File: src/rtl/spi_pkg.sv
// ============================================================================
// Module      : spi_pkg
// Description : Shared constants and FSM state encoding for the SPI master.
// Revision    : 1.0 - initial release
// ============================================================================
`default_nettype none

package spi_pkg;

    localparam int FRAME_BITS      = 32;
    localparam int CLK_DIV_DEFAULT = 4;
    localparam int CNT_W           = 8;

    typedef enum logic [1:0] {
        ST_IDLE = 2'd0,
        ST_LOW  = 2'd1,
        ST_HIGH = 2'd2,
        ST_DONE = 2'd3
    } spi_state_t;

endpackage

`default_nettype wire

File: src/rtl/spi_clk_gen.sv
// ============================================================================
// Module      : spi_clk_gen
// Description : Half-period divider; emits a one-cycle tick at each sck phase end.
// Revision    : 1.0 - initial release
// ============================================================================
`default_nettype none

module spi_clk_gen
    import spi_pkg::*;
#(
    parameter int CLK_DIV = CLK_DIV_DEFAULT
) (
    input  logic clk,
    input  logic rst,
    input  logic i_run,
    output logic o_tick
);

    localparam logic [CNT_W-1:0] c_last_cnt = CNT_W'(CLK_DIV - 1);

    logic [CNT_W-1:0] r_cnt;

    // Counter is held at zero outside a frame so every phase starts aligned.
    always_ff @(posedge clk) begin
        if (rst || !i_run) begin
            r_cnt <= '0;
        end else if (r_cnt == c_last_cnt) begin
            r_cnt <= '0;
        end else begin
            r_cnt <= r_cnt + 8'd1;
        end
    end

    assign o_tick = i_run && (r_cnt == c_last_cnt);

endmodule

`default_nettype wire

File: src/rtl/spi_master.sv
// ============================================================================
// Module      : spi_master
// Description : 32-bit SPI master, sck idle low, sdo on falling / sdi on rising.
// Revision    : 1.0 - initial release
// ============================================================================
`default_nettype none

module spi_master #(
    parameter int CLK_DIV    = spi_pkg::CLK_DIV_DEFAULT,
    parameter int FRAME_BITS = spi_pkg::FRAME_BITS
) (
    input  logic                  clk,
    input  logic                  reset,
    input  logic                  start,
    input  logic [FRAME_BITS-1:0] d,
    input  logic                  sdi,
    output logic                  sck,
    output logic                  sdo,
    output logic [FRAME_BITS-1:0] q,
    output logic                  busy,
    output logic                  done
);

    import spi_pkg::*;

    localparam int                c_bc_w     = $clog2(FRAME_BITS) + 1;
    localparam logic [c_bc_w-1:0] c_last_bit = c_bc_w'(FRAME_BITS - 1);
    localparam logic [c_bc_w-1:0] c_bit_inc  = c_bc_w'(1);

    spi_state_t            r_state;
    logic [FRAME_BITS-1:0] r_tx;
    logic [FRAME_BITS-1:0] r_rx;
    logic [FRAME_BITS-1:0] r_q;
    logic [c_bc_w-1:0]     r_bits;
    logic                  r_sck;
    logic                  r_sdo;
    logic                  r_busy;
    logic                  r_done;
    logic                  w_run;
    logic                  w_tick;

    assign w_run = (r_state == ST_LOW) || (r_state == ST_HIGH);

    spi_clk_gen #(
        .CLK_DIV (CLK_DIV)
    ) u_clk_gen (
        .clk    (clk),
        .rst    (reset),
        .i_run  (w_run),
        .o_tick (w_tick)
    );

    always_ff @(posedge clk) begin
        if (reset) begin
            r_state <= ST_IDLE;
            r_tx    <= '0;
            r_rx    <= '0;
            r_q     <= '0;
            r_bits  <= '0;
            r_sck   <= 1'b0;
            r_sdo   <= 1'b0;
            r_busy  <= 1'b0;
            r_done  <= 1'b0;
        end else begin
            r_done <= 1'b0;
            case (r_state)
                ST_IDLE: begin
                    if (start) begin
                        r_tx    <= d;
                        r_sdo   <= d[FRAME_BITS-1];
                        r_bits  <= '0;
                        r_busy  <= 1'b1;
                        r_state <= ST_LOW;
                    end
                end
                ST_LOW: begin
                    if (w_tick) begin
                        r_sck   <= 1'b1;
                        r_rx    <= {r_rx[FRAME_BITS-2:0], sdi};
                        r_state <= ST_HIGH;
                    end
                end
                ST_HIGH: begin
                    if (w_tick) begin
                        r_sck  <= 1'b0;
                        r_bits <= r_bits + c_bit_inc;
                        r_tx   <= r_tx << 1;
                        // On the final fall sdo keeps the last transmitted bit.
                        if (r_bits == c_last_bit) begin
                            r_state <= ST_DONE;
                        end else begin
                            r_sdo   <= r_tx[FRAME_BITS-2];
                            r_state <= ST_LOW;
                        end
                    end
                end
                ST_DONE: begin
                    r_q     <= r_rx;
                    r_done  <= 1'b1;
                    r_busy  <= 1'b0;
                    r_state <= ST_IDLE;
                end
                default: begin
                    r_state <= ST_IDLE;
                end
            endcase
        end
    end

    assign sck  = r_sck;
    assign sdo  = r_sdo;
    assign q    = r_q;
    assign busy = r_busy;
    assign done = r_done;

endmodule

`default_nettype wire

File: config.mk
export PLATFORM = sky130hd
export DESIGN_NAME = spi_master
export DESIGN_NICKNAME = d
export VERILOG_FILES = /design/src/rtl/spi_pkg.sv /design/src/rtl/spi_clk_gen.sv /design/src/rtl/spi_master.sv
export SDC_FILE = /design/constraint.sdc
export NUM_CORES = 1
export LEC_CHECK = 0
export BUFFER_PORTS_ARGS = -buffer_cell sky130_fd_sc_hd__buf_2
export CAP_MARGIN = 20
export CORE_ASPECT_RATIO = 0.75
export CORE_UTILIZATION = 51
export CTS_CLUSTER_DIAMETER = 80
export DETAILED_ROUTE_END_ITERATION = 8
export MAX_ROUTING_LAYER = met4
export PLACE_DENSITY = 0.77
export SYNTH_ARGS = -nofsm -noshare
export SYNTH_HDL_FRONTEND = slang
export SYNTH_SLANG_ARGS = --single-unit
File: constraint.sdc
create_clock -name clk -period 1.8 [get_ports clk]
set_input_delay 0.36 -clock clk [delete_from_list [all_inputs] [get_ports clk]]
set_output_delay 0.36 -clock clk [all_outputs]
set_load 0.01 [all_outputs]
### Word level (Yosys, flattened, before mapping)

Index checks and enable logic that the tools add are counted.

* reduce and logical (&&, ||, !) cells: 15
* add/sub/neg operators: 2
* mux-type cells: 21
* equality and inequality tests: 9

Operators by type and width (number)
* 31-bit two-way mux: 2
* 31-bit case mux with 2 select lines: 1
* 6-bit two-way mux: 2
* 6-bit case mux with 2 select lines: 1
* 3-bit AND reduction: 3
* 8-bit by 1-bit adder with 8-bit output (second input constant): 1
* 8-bit by 2-bit == test with 1-bit output (second input constant): 1
* 2-bit two-way mux: 4
* 2-bit case mux with 4 select lines: 1
* 1-bit two-way mux: 7
* 6-bit by 1-bit adder with 6-bit output (second input constant): 1
* 6-bit by 5-bit == test with 1-bit output (second input constant): 1
* 1-bit case mux with 2 select lines: 3
* 2-bit nonzero test: 3
* 2-bit == test (second input constant): 2
* 2-bit by 1-bit != test with 1-bit output (second input constant): 2
* 2-bit != test (second input constant): 2
* 2-bit AND reduction: 2
* 4-bit AND reduction: 1
* 2-bit by 1-bit == test with 1-bit output (second input constant): 1
* 2-bit zero test: 1
* 1-bit logical OR: 2
* 2-bit OR reduction: 1
* 1-bit logical AND: 1
* 1-bit zero test: 1

* word-level logic and storage cells: 57
* output and inout port bits: 36
* register bits: 115

### Longest topological paths before layout

Gate-level depths: netlist of run 1.

* word-level depth: 5
* depth in mapped cells: 8

### Hierarchy

A second synthesis of run 1 with hierarchy kept.

* cells, all modules: 498
* area total of the unflattened synthesis: 4541.9 µm²

Modules (own cells, without submodules)
* spi_master: cells an instance 459, area an instance 4194.0 µm², times used 1, seq. area each 2142.1 µm²
* spi_clk_gen: cells an instance 39, area an instance 347.8 µm², times used 1, seq. area each 160.2 µm²

### Least setup slack after synthesis of run 1

No wires, ideal clock.

* kind: reg-to-reg
* from: register r_state[0]
* to: register r_bits[1]
* data required time: 1.679 ns
* clock period less this slack: 1.985 ns
* path buffers: 0
* path slack: -0.185 ns
* arrival time: 1.864 ns
* cell stages (with the launch flop): 7
* setup time: 0.121 ns
* cell sequence: dfxtp_1 -> inv_1 -> ha_1 -> or4b_4 -> o21ai_4 -> a21oi_1 -> a2bb2o_1

* cells in the longest elaborated chain, start to end: 5
* elaborated cells on any way between the ends: 10

Ends and longest elaborated chain
* from (decl): RTL line spi_master.sv:30 `spi_state_t r_state;`
* from (signal assigned): RTL line spi_master.sv:55 `r_state <= ST_IDLE;`
* from (signal assigned): RTL line spi_master.sv:73 `r_state <= ST_LOW;`
* from (signal assigned): RTL line spi_master.sv:80 `r_state <= ST_HIGH;`
* 2-bit by 1-bit == test with 1-bit output / 2-bit == test (equally long branches): RTL line spi_master.sv:42, spi_master.sv:66
* 1-bit logical OR: RTL line spi_master.sv:42 `assign w_run = (r_state == ST_LOW) || (r_state == ST_HIGH);`
* 1-bit logical AND: RTL line spi_clk_gen.sv:34 `assign o_tick = i_run && (r_cnt == c_last_cnt);`
* 2-bit by 1-bit != test with 1-bit output (no source line)
* 3-bit AND reduction (no source line)
* to (signal assigned): RTL line spi_master.sv:86 `r_bits <= r_bits + c_bit_inc;`
* to (decl): RTL line spi_master.sv:34 `logic [c_bc_w-1:0] r_bits;`

Parallel ways exist; a longest one is shown, timed or not.
A chain may end at the register's enable or synchronous reset.

### Final worst setup path of run 1

* from: register r_state[1]
* to: register r_tx[19]

* cells in the longest elaborated chain, start to end: 5
* elaborated cells on any way between the ends: 10

Ends and longest elaborated chain
* 2-bit by 1-bit == test with 1-bit output / 2-bit == test (equally long branches): RTL line spi_master.sv:42, spi_master.sv:66
* 1-bit logical OR: RTL line spi_master.sv:42
* 1-bit logical AND: RTL line spi_clk_gen.sv:34
* 2-bit by 1-bit != test with 1-bit output (no source line)
* 3-bit AND reduction (no source line)
* to (signal assigned): RTL line spi_master.sv:87 `r_tx <= r_tx << 1;`
* to (decl): RTL line spi_master.sv:31 `logic [FRAME_BITS-1:0] r_tx;`

Parallel ways exist; a longest one is shown, timed or not.

==> results of run 1 <==
==> routing by layer <==
| layer | track usage | wire, um | part of all wire | vias up |
|---|---|---|---|---|
| met4 | 0.0897 | 165 | 0.014 | 0 |
| met2 | 0.408 | 6070 | 0.50 | 127 |
| li1 | - | - | - | 1977 |
| met5 | - | 0 | 0 | - |
| met1 | 0.307 | 5330 | 0.44 | 2043 |
| met3 | 0.0671 | 572 | 0.047 | 15 |
==> flip-flops by register name (all words and copies together) (netlist names) <==
| register | flops |
|---|---|
| r_state | 2 |
| q | 32 |
| r_bits | 6 |
| sck | 1 |
| busy | 1 |
| u_clk_gen.r_cnt | 8 |
| done | 1 |
| sdo | 1 |
| r_tx | 31 |
| r_rx | 32 |
==> worst max-delay path by stage <==
stage	cells past startpoint	slack [ps]	start	end
after floorplan	6	-60	r_state[0]	r_bits[1]
after global placement	7	-60	r_state[1]	r_tx[1]
after detailed placement	7	-150	r_state[0]	r_tx[29]
after CTS	9	-150	r_state[0]	r_tx[24]
after global routing	8	-250	r_state[1]	r_tx[9]
final	8	-170	r_state[1]	r_tx[19]
==> power groups by stage <==
| stage | registers (mW) | logic (mW) | clock network (mW) |
|---|---|---|---|
| floorplan | 3.15 | 2.03 | 0 |
| global placement | 3.16 | 2.66 | 0 |
| detailed placement | 3.18 | 2.76 | 0 |
| CTS | 3.15 | 3.10 | 3.63 |
| global route | 3.22 | 3.42 | 3.75 |
| finish | 3.18 | 3.19 | 3.60 |
==> area by class of cell <==
cell class              count  area [um2]
inverters                   5        18.8
well taps                 128         160
clock buffers              18         429
clock inverters            14         200
fillers                   656        2720
repair buffers            111         823
flip-flops and latches    115        2300
multi-input cells         351        2500
==> critical path, cell delays in order (launching register included) <==
cell and delay [ps]:
sky130_fd_sc_hd__dfxtp_2 330, sky130_fd_sc_hd__inv_2 50, sky130_fd_sc_hd__ha_4 260, sky130_fd_sc_hd__or4b_4 480, sky130_fd_sc_hd__o21ai_4 260, sky130_fd_sc_hd__buf_12 150, sky130_fd_sc_hd__buf_16 110, sky130_fd_sc_hd__a21oi_1 80
sky130_fd_sc_hd__a211oi_2 180
==> kinds of logic (layout without fill, tap and decap cells) <==
group,after synthesis,in the layout
multiplexers,63,63
buffers and inverters,43,148
AND/OR/NAND/NOR,154,154
flip-flops,115,115
adder cells (fa/ha/maj),7,7
XOR/XNOR,6,6
AO/OA/AOI/OAI,121,121
==> stage by stage <==
stage / power (mW) / setup TNS (ps) / hold WS (ps) / instances
floorplan: 5.18 / -1690 / 432 / 509
global placement: 5.83 / -1520 / 439 / 702
detailed placement: 5.95 / -3310 / 459 / 702
CTS: 9.88 / -4060 / 194 / 744
global route: 10.4 / -7230 / 197 / 742
finish: 9.97 / -4100 / 203 / 742
==> synth_stat cells, drive strengths merged <==
| library cell | count | area share |
|---|---|---|
| buf | 21 | 0.031 |
| mux2 | 1 | 0.0023 |
| mux2i | 62 | 0.13 |
| nand4 | 4 | 0.0051 |
| a21boi | 1 | 0.0023 |
| nor4b | 2 | 0.0079 |
| inv | 5 | 0.0038 |
| nor4 | 1 | 0.0013 |
| a311oi | 1 | 0.0018 |
| o21bai | 1 | 0.0015 |
| or3 | 2 | 0.0026 |
| xnor2 | 1 | 0.0018 |
| a21o | 3 | 0.0046 |
| o221ai | 1 | 0.0018 |
| a31oi | 1 | 0.0013 |
| xor2 | 5 | 0.0090 |
| nand3b | 1 | 0.0015 |
| a211oi | 31 | 0.078 |
| nor2 | 49 | 0.038 |
| nand3 | 8 | 0.0082 |
| o21ai | 7 | 0.0095 |
| or4 | 2 | 0.0031 |
| a2bb2o | 1 | 0.0020 |
| nor3 | 2 | 0.0020 |
| ha | 7 | 0.018 |
| clkbuf | 17 | 0.013 |
| o31ai | 1 | 0.0015 |
| nor2b | 3 | 0.0038 |
| o22ai | 1 | 0.0013 |
| or4b | 2 | 0.0056 |
| nand2b | 3 | 0.0038 |
| nand2 | 71 | 0.055 |
| o21a | 1 | 0.0015 |
| a21oi | 71 | 0.073 |
| and3 | 3 | 0.0038 |
| and4 | 1 | 0.0018 |
| dfxtp | 115 | 0.47 |
==> what timing repair did <==
action	4_1_cts	5_1_grt
setup buffers	8	1
gates cloned	2	1
gates resized for setup	19	16
setup endpoints to repair	40	72
pin swaps	24	15
hold buffers	0	0
endpoints found under the hold margin	0	0
==> cell usage in the layout (no fill, tap or decap), types with 2 or more instances in the layout <==
cell	netlist	layout
sky130_fd_sc_hd__a211oi_2	30	31
sky130_fd_sc_hd__a21o_1	3	3
sky130_fd_sc_hd__a21oi_1	71	61
sky130_fd_sc_hd__a21oi_2	0	8
sky130_fd_sc_hd__a21oi_4	0	2
sky130_fd_sc_hd__and3_1	3	3
sky130_fd_sc_hd__buf_12	0	9
sky130_fd_sc_hd__buf_2	7	70
sky130_fd_sc_hd__buf_4	5	27
sky130_fd_sc_hd__buf_6	6	2
sky130_fd_sc_hd__bufinv_16	0	4
sky130_fd_sc_hd__clkbuf_16	0	18
sky130_fd_sc_hd__clkinv_4	0	2
sky130_fd_sc_hd__clkinvlp_4	0	3
sky130_fd_sc_hd__dfxtp_1	115	113
sky130_fd_sc_hd__dfxtp_2	0	2
sky130_fd_sc_hd__ha_1	7	3
sky130_fd_sc_hd__ha_2	0	2
sky130_fd_sc_hd__ha_4	0	2
sky130_fd_sc_hd__inv_1	5	3
sky130_fd_sc_hd__inv_2	0	2
sky130_fd_sc_hd__inv_6	0	4
sky130_fd_sc_hd__mux2i_1	62	62
sky130_fd_sc_hd__nand2_1	71	71
sky130_fd_sc_hd__nand2b_1	3	3
sky130_fd_sc_hd__nand3_1	8	7
sky130_fd_sc_hd__nand4_1	4	4
sky130_fd_sc_hd__nor2_1	49	48
sky130_fd_sc_hd__nor2b_1	3	3
sky130_fd_sc_hd__nor4b_4	1	2
sky130_fd_sc_hd__o21ai_0	6	4
sky130_fd_sc_hd__or3_1	2	2
sky130_fd_sc_hd__or4b_4	2	2
sky130_fd_sc_hd__xor2_1	5	5
==> impl_results.md, run 1 <==
* TritonCTS clock tree: done
* Final Worst Setup Slack at -170 ps
* Worst reg2reg path startpoint: r_state[1]
* I/O pin cnt at 72
* TritonRoute pass-1 iters at 5
* Placed cell area at 5560 um2
* Failing checks: negative setup slack
* Synth Area per Inst at 9.60 um2
* Global route total overflow at 0
* Switching part of the total power at 0.323
* First DRT Iteration DRCs at 272
* Main combinational cell family by area after synthesis: compound AO/OA/AOI/OAI gates
* Worst Min Path Start: sdi
* Area share of xor/xnor cells in the synthesized design at 0.0108
* Layout Cell Area excl Fill at 6440 um2
* Maxcap violations at 0
* Fraction of final layout cells with drive strength greater than 1 at 0.337
* Syn-to-layout area delta at 31.8%
* Post-synth cell types at 43
* Total via count after detailed routing at 4162
* Post-synthesis instance area at 4890 um2
* Final number of setup-violating endpoints at 35
* Initial core utilization at 0.534
* All-layer global routing usage at 0.253
* Post-placement worst setup slack at -153 ps
* Tightest Pin Transition at 381 ps
* Post-layout minimum cycle time at 1970 ps
* Static Leak at 2.43 nW
* Tightest Hold Check Type: in -> reg
* Maximum fanout along the worst path at 7
* PortBufs at 71
* TritonCTS Sinks at 115
* Internal power summed over all cells at 6.75 mW
* Height of the die at 86.8 um
* Logic pwr share at 0.320
* H-tree levels at 4
* Hold Path End: r_rx[0]
* Die area at 9980 um2
* Critical setup path kind: reg -> reg
* Post-synthesis sequential area ratio at 0.471
* Detailed-route wire length per cell at 16.3 um
* Share of synthesized cell area in full adder, half adder and majority cells at 0.0179
* Number of buffers created by CTS at 17
* Nature of the critical path startpoint: flop
* Number of nets in the finished design at 644
* Die width at 115 um
* Post-route clock period utilization at 1.09
* Post-route DRC violation count at 0
* Clock share of power at 0.361
* Result of the run: finished, violations left
* Unrepaired setup endpoints after global routing: yes
* Number of cells traversed by the worst register-to-register path at 8
* Initial antenna violation count at 0
* Final Util at 0.703
* Antenna fix cells at 0
* Worst R2R End: r_tx[19]
* Final hold vios at 0
* Total length of routed wires at 12.1 mm
* Hpwl dp at 6.63 mm
* Max Clock Skew at 9.58 ps
* Power per unit of standard cell area at 1550 nW/um2
* Clk Latency, worst-skew pair at 410 ps
* Sequential power share at 0.319
* Pin count of the biggest net entering global routing at 73
* Compound-gate portion of the synthesized area at 0.180
* Global-route wire length before repair at 19.0 mm
* Slack of the worst reg-to-reg path at -170 ps
* Master cell of the clock root buffer: sky130_fd_sc_hd__clkbuf_16
* Number of warnings printed during yosys synthesis at 0
* Post-CTS clock slew at the launch and capture registers of the worst setup and hold paths at 60 ps
* Antenna-violating nets left at 0
* Max VDD drop at 812 uV
* Max_slew headroom at 0.745
* Flip-flop and latch count after synthesis at 115
* Synthesized net count at 552
* Hold Crit Depth at 3
* Routability cong. at 0.866
* Max frequency at 508 MHz
* Number of global-route vias before repair at 3956
* Simple-gate portion of the synthesized area at 0.143
* Worst Path Arrival at 2310 ps
* Count of mapped cells out of synthesis at 509
* CP Capture Type: flop
* Area of the placeable core at 9160 um2
* Cell Rows at 30
* Data required time at the worst endpoint at 2140 ps
* Max clock buf depth at 2
* Share of synthesized area spent on multiplexers at 0.129
* Detailed-route vias per instance at 5.61
* Pins Over Slew Limit at 0
* Switching component of the power at 3.22 mW
Note: power is estimated with default switching activity, not from simulation.
==> run 2, diff against run 1 <==
--- a/config.mk
+++ b/config.mk
@@ -13,6 +13,7 @@
 export DETAILED_ROUTE_END_ITERATION = 8
 export MAX_ROUTING_LAYER = met4
 export PLACE_DENSITY = 0.77
+export SETUP_SLACK_MARGIN = 0.4
 export SYNTH_ARGS = -nofsm -noshare
 export SYNTH_HDL_FRONTEND = slang
 export SYNTH_SLANG_ARGS = --single-unit
==> impl_results.md, run 2 (synthesis results as in run 1) <==
* Result of the run: finished, violations left
* Failing checks: negative setup slack
* Total via count after detailed routing at 5154 (+24%)
* Tightest Pin Transition at 431 ps (+49.3 ps)
* Pins Over Slew Limit at 0 (unchanged)
* Max Clock Skew at 9.49 ps (-0.0902 ps)
* Total length of routed wires at 20.8 mm (+72%)
* CP Capture Type: flop
* Critical setup path kind: reg -> reg
* Clk Latency, worst-skew pair at 410 ps (about the same)
* Layout Cell Area excl Fill at 7630 um2 (+19%)
* Placed cell area at 5540 um2 (-0.45%)
* Area of the placeable core at 9160 um2 (unchanged)
* Unrepaired setup endpoints after global routing: yes
* Most common library cell in the layout ignoring fill and taps: sky130_fd_sc_hd__dfxtp_1
* Post-route clock period utilization at 1.20 (+0.106)
* Worst Path Arrival at 2480 ps (+170 ps)
* Final Worst Setup Slack at -361 ps (-191 ps)
* Most used cells in the layout excluding fill and tap cells: 110 x sky130_fd_sc_hd__dfxtp_1, 70 x sky130_fd_sc_hd__buf_2, 61 x sky130_fd_sc_hd__mux2i_1
* Initial antenna violation count at 0 (unchanged)
* I/O pin cnt at 72 (unchanged)
* TritonCTS clock tree: done
* Maxcap violations at 0 (unchanged)
* Final number of setup-violating endpoints at 67 (+91%)
* Nature of the critical path startpoint: flop
* Hpwl dp at 6.54 mm (-1.5%)
* Cell Rows at 30 (unchanged)
* Number of buffers created by CTS at 17 (unchanged)
* Number of buffers inserted for hold repair after clock tree synthesis at 0 (unchanged)
* Final Util at 0.834 (+0.130)
* Final hold vios at 0 (unchanged)
* Detailed-route wire length per cell at 26.6 um (+62%)
* Post-layout minimum cycle time at 2160 ps (+191 ps)
* Fraction of final layout cells with drive strength greater than 1 at 0.537 (+0.200)
* Power per unit of standard cell area at 1530 nW/um2 (-1.1%)
* Detailed-route vias per instance at 6.57 (+17%)
* Die width at 115 um (unchanged)
* Global-route wire length before repair at 24.5 mm (+29%)
* Master cell of the clock root buffer: sky130_fd_sc_hd__clkbuf_16
* Max clock buf depth at 2 (unchanged)
* Die area at 9980 um2 (unchanged)
* Static Leak at 3.14 nW (+29%)
* Maximum fanout along the worst path at 8 (+1)
* TritonRoute pass-1 iters at 5 (unchanged)
* First DRT Iteration DRCs at 664 (+140%)
* Number of global-route vias before repair at 4703 (+19%)
* Post-CTS clock slew at the launch and capture registers of the worst setup and hold paths at 60 ps (about the same)
* Pin count of the biggest net entering global routing at 58 (-21%)
* Post-route DRC violation count at 0 (unchanged)
* Max frequency at 463 MHz (-8.8%)
* Antenna-violating nets left at 0 (unchanged)
* Routability cong. at 0.840 (-2.9%)
* Number of nets in the finished design at 687 (+6.7%)
* Data required time at the worst endpoint at 2120 ps (-20 ps)
* Tightest Hold Check Type: in -> reg
* Height of the die at 86.8 um (unchanged)
* Max_slew headroom at 0.711 (-0.0337)
* TritonCTS Sinks at 115 (unchanged)
* Global route total overflow at 0 (unchanged)
* Initial core utilization at 0.534 (unchanged)
* Syn-to-layout area delta at 56.2%
* Antenna fix cells at 0 (unchanged)
* H-tree levels at 4 (unchanged)
* PortBufs at 71 (unchanged)
* All-layer global routing usage at 0.333 (+0.0798)
* Max VDD drop at 979 uV (+21%)
==> run 2: routing by layer <==
| metal | global-route usage | up-vias | wire (um) |
|---|---|---|---|
| li1 | - | 2072 | - |
| met1 | 0.388 | 2532 | 8010 |
| met2 | 0.533 | 431 | 9720 |
| met3 | 0.0699 | 119 | 1890 |
| met4 | 0.200 | 0 | 1230 |
| met5 | - | - | 0 |
==> run 2: what timing repair did <==
item / CTS / global route
pin swaps: 38 / 36
cloned: 6 / 7
setup buffers: 29 / 11
gates resized for setup: 122 / 88
endpoints found under the setup margin: 81 / 111
==> run 2: worst paths after layout <==
kind,startpoint,to,slack [ps],cells after the start
setup / recovery,r_state[0],r_tx[29],-360,8
hold / removal,sdi,r_rx[0],230,3
setup reg to reg,r_state[0],r_tx[29],-360,8
hold reg to reg,r_rx[21],r_rx[22],490,2
==> run 2: layout make-up <==
type,instances,area [um2]
clock buffer,18,429
clock inverter,14,154
fill,407,1520
inverter,5,18.8
multi-input combinational,351,3120
sequential,115,2310
tap,128,160
timing repair buffer,154,1440
==> run 2: worst max-delay path, cell delays in order (launching register included) <==
cell and delay (ps):
sky130_fd_sc_hd__dfxtp_2 340, sky130_fd_sc_hd__inv_2 60, sky130_fd_sc_hd__ha_4 270, sky130_fd_sc_hd__or4b_4 500, sky130_fd_sc_hd__o21ai_4 210, sky130_fd_sc_hd__buf_6 160
sky130_fd_sc_hd__buf_16 150, sky130_fd_sc_hd__a21oi_1 100, sky130_fd_sc_hd__a211oi_2 240
==> run 2: metrics by stage <==
step / setup slack [ps] / setup TNS, ps / hold WS, ps / total power [mW] / instances
3_5_place_dp: -143 / -3480 / 450 / 5.89 / 700
6_report: -361 / -10420 / 231 / 11.7 / 785
2_1_floorplan: -58.4 / -1690 / 436 / 5.20 / 509
5_1_grt: -384 / -11950 / 220 / 11.9 / 785
4_1_cts: -133 / -3620 / 189 / 9.86 / 767
3_3_place_gp: -58.9 / -1660 / 449 / 5.77 / 700
==> run 2: power breakdown <==
group	leakage, nW	total (mW)	switching, mW	internal (mW)
sequential	0.937	3.30	0.358	2.94
clock	0.277	3.42	1.37	2.05
combinational	1.92	4.97	2.63	2.34
==> run 3, diff against run 2 <==
--- a/config.mk
+++ b/config.mk
@@ -8,11 +8,12 @@
 export BUFFER_PORTS_ARGS = -buffer_cell sky130_fd_sc_hd__buf_2
 export CAP_MARGIN = 20
 export CORE_ASPECT_RATIO = 0.75
-export CORE_UTILIZATION = 51
+export CORE_UTILIZATION = 57
 export CTS_CLUSTER_DIAMETER = 80
 export DETAILED_ROUTE_END_ITERATION = 8
 export MAX_ROUTING_LAYER = met4
-export PLACE_DENSITY = 0.77
+export PLACE_DENSITY = 0.82
+export REMOVE_ABC_BUFFERS = 1
 export SETUP_SLACK_MARGIN = 0.4
 export SYNTH_ARGS = -nofsm -noshare
 export SYNTH_HDL_FRONTEND = slang
==> constraint.sdc (replaced) <==
create_clock -name clk -period 2.1 [get_ports clk]
set_input_delay 0.42 -clock clk [delete_from_list [all_inputs] [get_ports clk]]
set_output_delay 0.42 -clock clk [all_outputs]
set_load 0.01 [all_outputs]
==> impl_results.md, run 3 (synthesis results as in run 1) <==
* Global route total overflow at 0 (unchanged)
* Max VDD drop at 1200 uV (+23%)
* Syn-to-layout area delta at 37.0%
* Die area at 8950 um2 (-10%)
* TritonRoute pass-1 iters at 5 (unchanged)
* All-layer global routing usage at 0.301 (-0.0321)
* Pins Over Slew Limit at 0 (unchanged)
* Cell Rows at 28 (-6.7%)
* Number of fill cells at 372 (-8.6%)
* Layout Cell Area excl Fill at 6700 um2 (-12%)
* Cell-by-cell trace of the critical path: inv_2 > ha_4 > or4b_4 > o21ai_4 > buf_4 > buf_6 > a21oi_2 > a2bb2o_4
* Sequential power share at 0.306 (+0.024)
* Tightest Pin Transition at 535 ps (+104 ps)
* Post-CTS clock slew at the launch and capture registers of the worst setup and hold paths at 60 ps (about the same)
* Crit path max-delay cell type: sky130_fd_sc_hd__or4b_4
* Total via count after detailed routing at 4518 (-12%)
* Final hold vios at 0 (unchanged)
* Global-route wire length before repair at 19.7 mm (-20%)
* Maximum fanout along the worst path at 4 (-4)
* H-tree levels at 4 (unchanged)
* Static Leak at 2.56 nW (-18%)
* Result of the run: completed
* Pin count of the biggest net entering global routing at 50 (-14%)
* Number of nets in the finished design at 659 (-4.1%)
* Master cell of the clock root buffer: sky130_fd_sc_hd__clkbuf_16
* TritonCTS clock tree: done
* Maximum cell stage delay along the critical path at 500 ps (about the same)
* Placed cell area at 5370 um2 (-2.9%)
* Number of global-route vias before repair at 4031 (-14%)
* Initial antenna violation count at 0 (unchanged)
* Die width at 109 um (-5.3%)
* Power consumption at 9.05 mW (-23%)
* Clock share of power at 0.356 (+0.063)
* Maxcap violations at 0 (unchanged)
* Power per unit of standard cell area at 1350 nW/um2 (-12%)
* Detailed-route wire length per cell at 20.4 um (-23%)
* Final number of setup-violating endpoints at 0 (-100%)
* Internal power summed over all cells at 6.04 mW (-18%)
* Nature of the critical path startpoint: flop
* Unrepaired setup endpoints after global routing: yes
* Critical setup path kind: reg -> reg
* Post-layout minimum cycle time at 2080 ps (-84.1 ps)
* Antenna fix cells at 0 (unchanged)
* Post-route DRC violation count at 0 (unchanged)
* CP Capture Type: flop
* Max clock buf depth at 2 (unchanged)
* Height of the die at 82.2 um (-5.3%)
* Total length of routed wires at 15.0 mm (-28%)
* PortBufs at 71 (unchanged)
* Data required time at the worst endpoint at 2410 ps (+290 ps)
* Hpwl dp at 6.66 mm (+1.9%)
* I/O pin cnt at 72 (unchanged)
* Max frequency at 481 MHz (+4.1%)
* Logic pwr share at 0.338 (-0.087)
* Antenna-violating nets left at 0 (unchanged)
* Final Util at 0.828 (-0.00599)
* Initial core utilization at 0.604 (+0.0703)
* Post-route clock period utilization at 0.989 (-0.212)
* Worst Path Arrival at 2380 ps (-100 ps)
* Detailed-route vias per instance at 6.16 (-6.2%)
* Switching component of the power at 3.01 mW (-31%)
* Clk Latency, worst-skew pair at 420 ps (about the same)
* Fraction of final layout cells with drive strength greater than 1 at 0.382 (-0.156)
* Most common library cell in the layout ignoring fill and taps: sky130_fd_sc_hd__dfxtp_1
* Max Clock Skew at 7.30 ps (-2.19 ps)
* Most used cells in the layout excluding fill and tap cells: 111 x sky130_fd_sc_hd__dfxtp_1, 70 x sky130_fd_sc_hd__buf_2, 67 x sky130_fd_sc_hd__nand2_1
* First DRT Iteration DRCs at 425 (-36%)
* Area of the placeable core at 8090 um2 (-12%)
* Routability cong. at 0.839 (-0.14%)
* Switching part of the total power at 0.333 (-0.0403)
* TritonCTS Sinks at 115 (unchanged)
* Number of buffers created by CTS at 17 (unchanged)
* Max_slew headroom at 0.644 (-0.0676)
* Tightest Hold Check Type: in -> reg
[run 3: cell count changes in the layout (fill, tap and decap cells not counted), sizes merged]
cell,before,now
inv,8,7
buf,149,123
clkinv,6,5
clkbuf,23,20
bufinv,2,5
[run 3: power by group through the flow]
| stage | Clock [mW] | Combinational (mW) | Sequential, mW |
|---|---|---|---|
| global placement | 0 | 2.04 | 2.71 |
| CTS | 3.20 | 2.69 | 2.72 |
| detailed placement | 0 | 2.13 | 2.73 |
| floorplan | 0 | 1.54 | 2.73 |
| finish | 3.23 | 3.06 | 2.77 |
| global route | 3.33 | 3.18 | 2.79 |
[run 3: final timing paths]
path                      startpoint            endpoint  slack (ps)  cells after the start
hold / removal                   sdi             r_rx[0]         250                      3
hold reg to reg   u_clk_gen.r_cnt[0]  u_clk_gen.r_cnt[0]         450                      1
setup reg to reg          r_state[1]           r_bits[1]          20                      8
setup / recovery          r_state[1]           r_bits[1]          20                      8
[run 3: layer usage]
metal  GRT usage  vias to the layer above  wire length, um
li1            -                     2008                -
met1       0.340                     2172             6040
met2       0.508                      265             7320
met3      0.0777                       73             1060
met4       0.132                        0              562
met5           -                        -                0
[run 3: what timing repair did]
item	in CTS	in global routing
pin swaps	30	14
gates resized for setup	40	30
cloned	2	3
buffers inserted	16	14
hold buffers	0	0
endpoints found under the setup margin	71	81
[run 3: worst max-delay path: cells and delay by family (launching register included)]
kind                     cells  cell delay, ps
AO/OA/AOI/OAI                3             560
adder cells (fa/ha/maj)      1             270
buffers and inverters        3             300
flip-flops                   1             340
AND/OR/NAND/NOR              1             500
[run 3: cell type report]
class,instances,area [um2],area share
Sequential cell,115,2310,0.345
Tap cell,105,131,0.0196
Multi-Input combinational cell,351,2580,0.386
Timing Repair Buffer,126,997,0.149
Inverter,5,18.8,0.00280
Clock buffer,17,425,0.0635
Clock inverter,15,230,0.0344
[run 3: stage by stage]
step | setup WS [ps] | hold WS (ps) | instances | setup TNS [ps]
floorplan | -2280 | 425 | 471 | -76580
global placement | 206 | 439 | 667 | 0
detailed placement | 142 | 446 | 667 | 0
CTS | 138 | 242 | 717 | 0
global route | 23.8 | 267 | 734 | 0
finish | 23.0 | 254 | 734 | 0
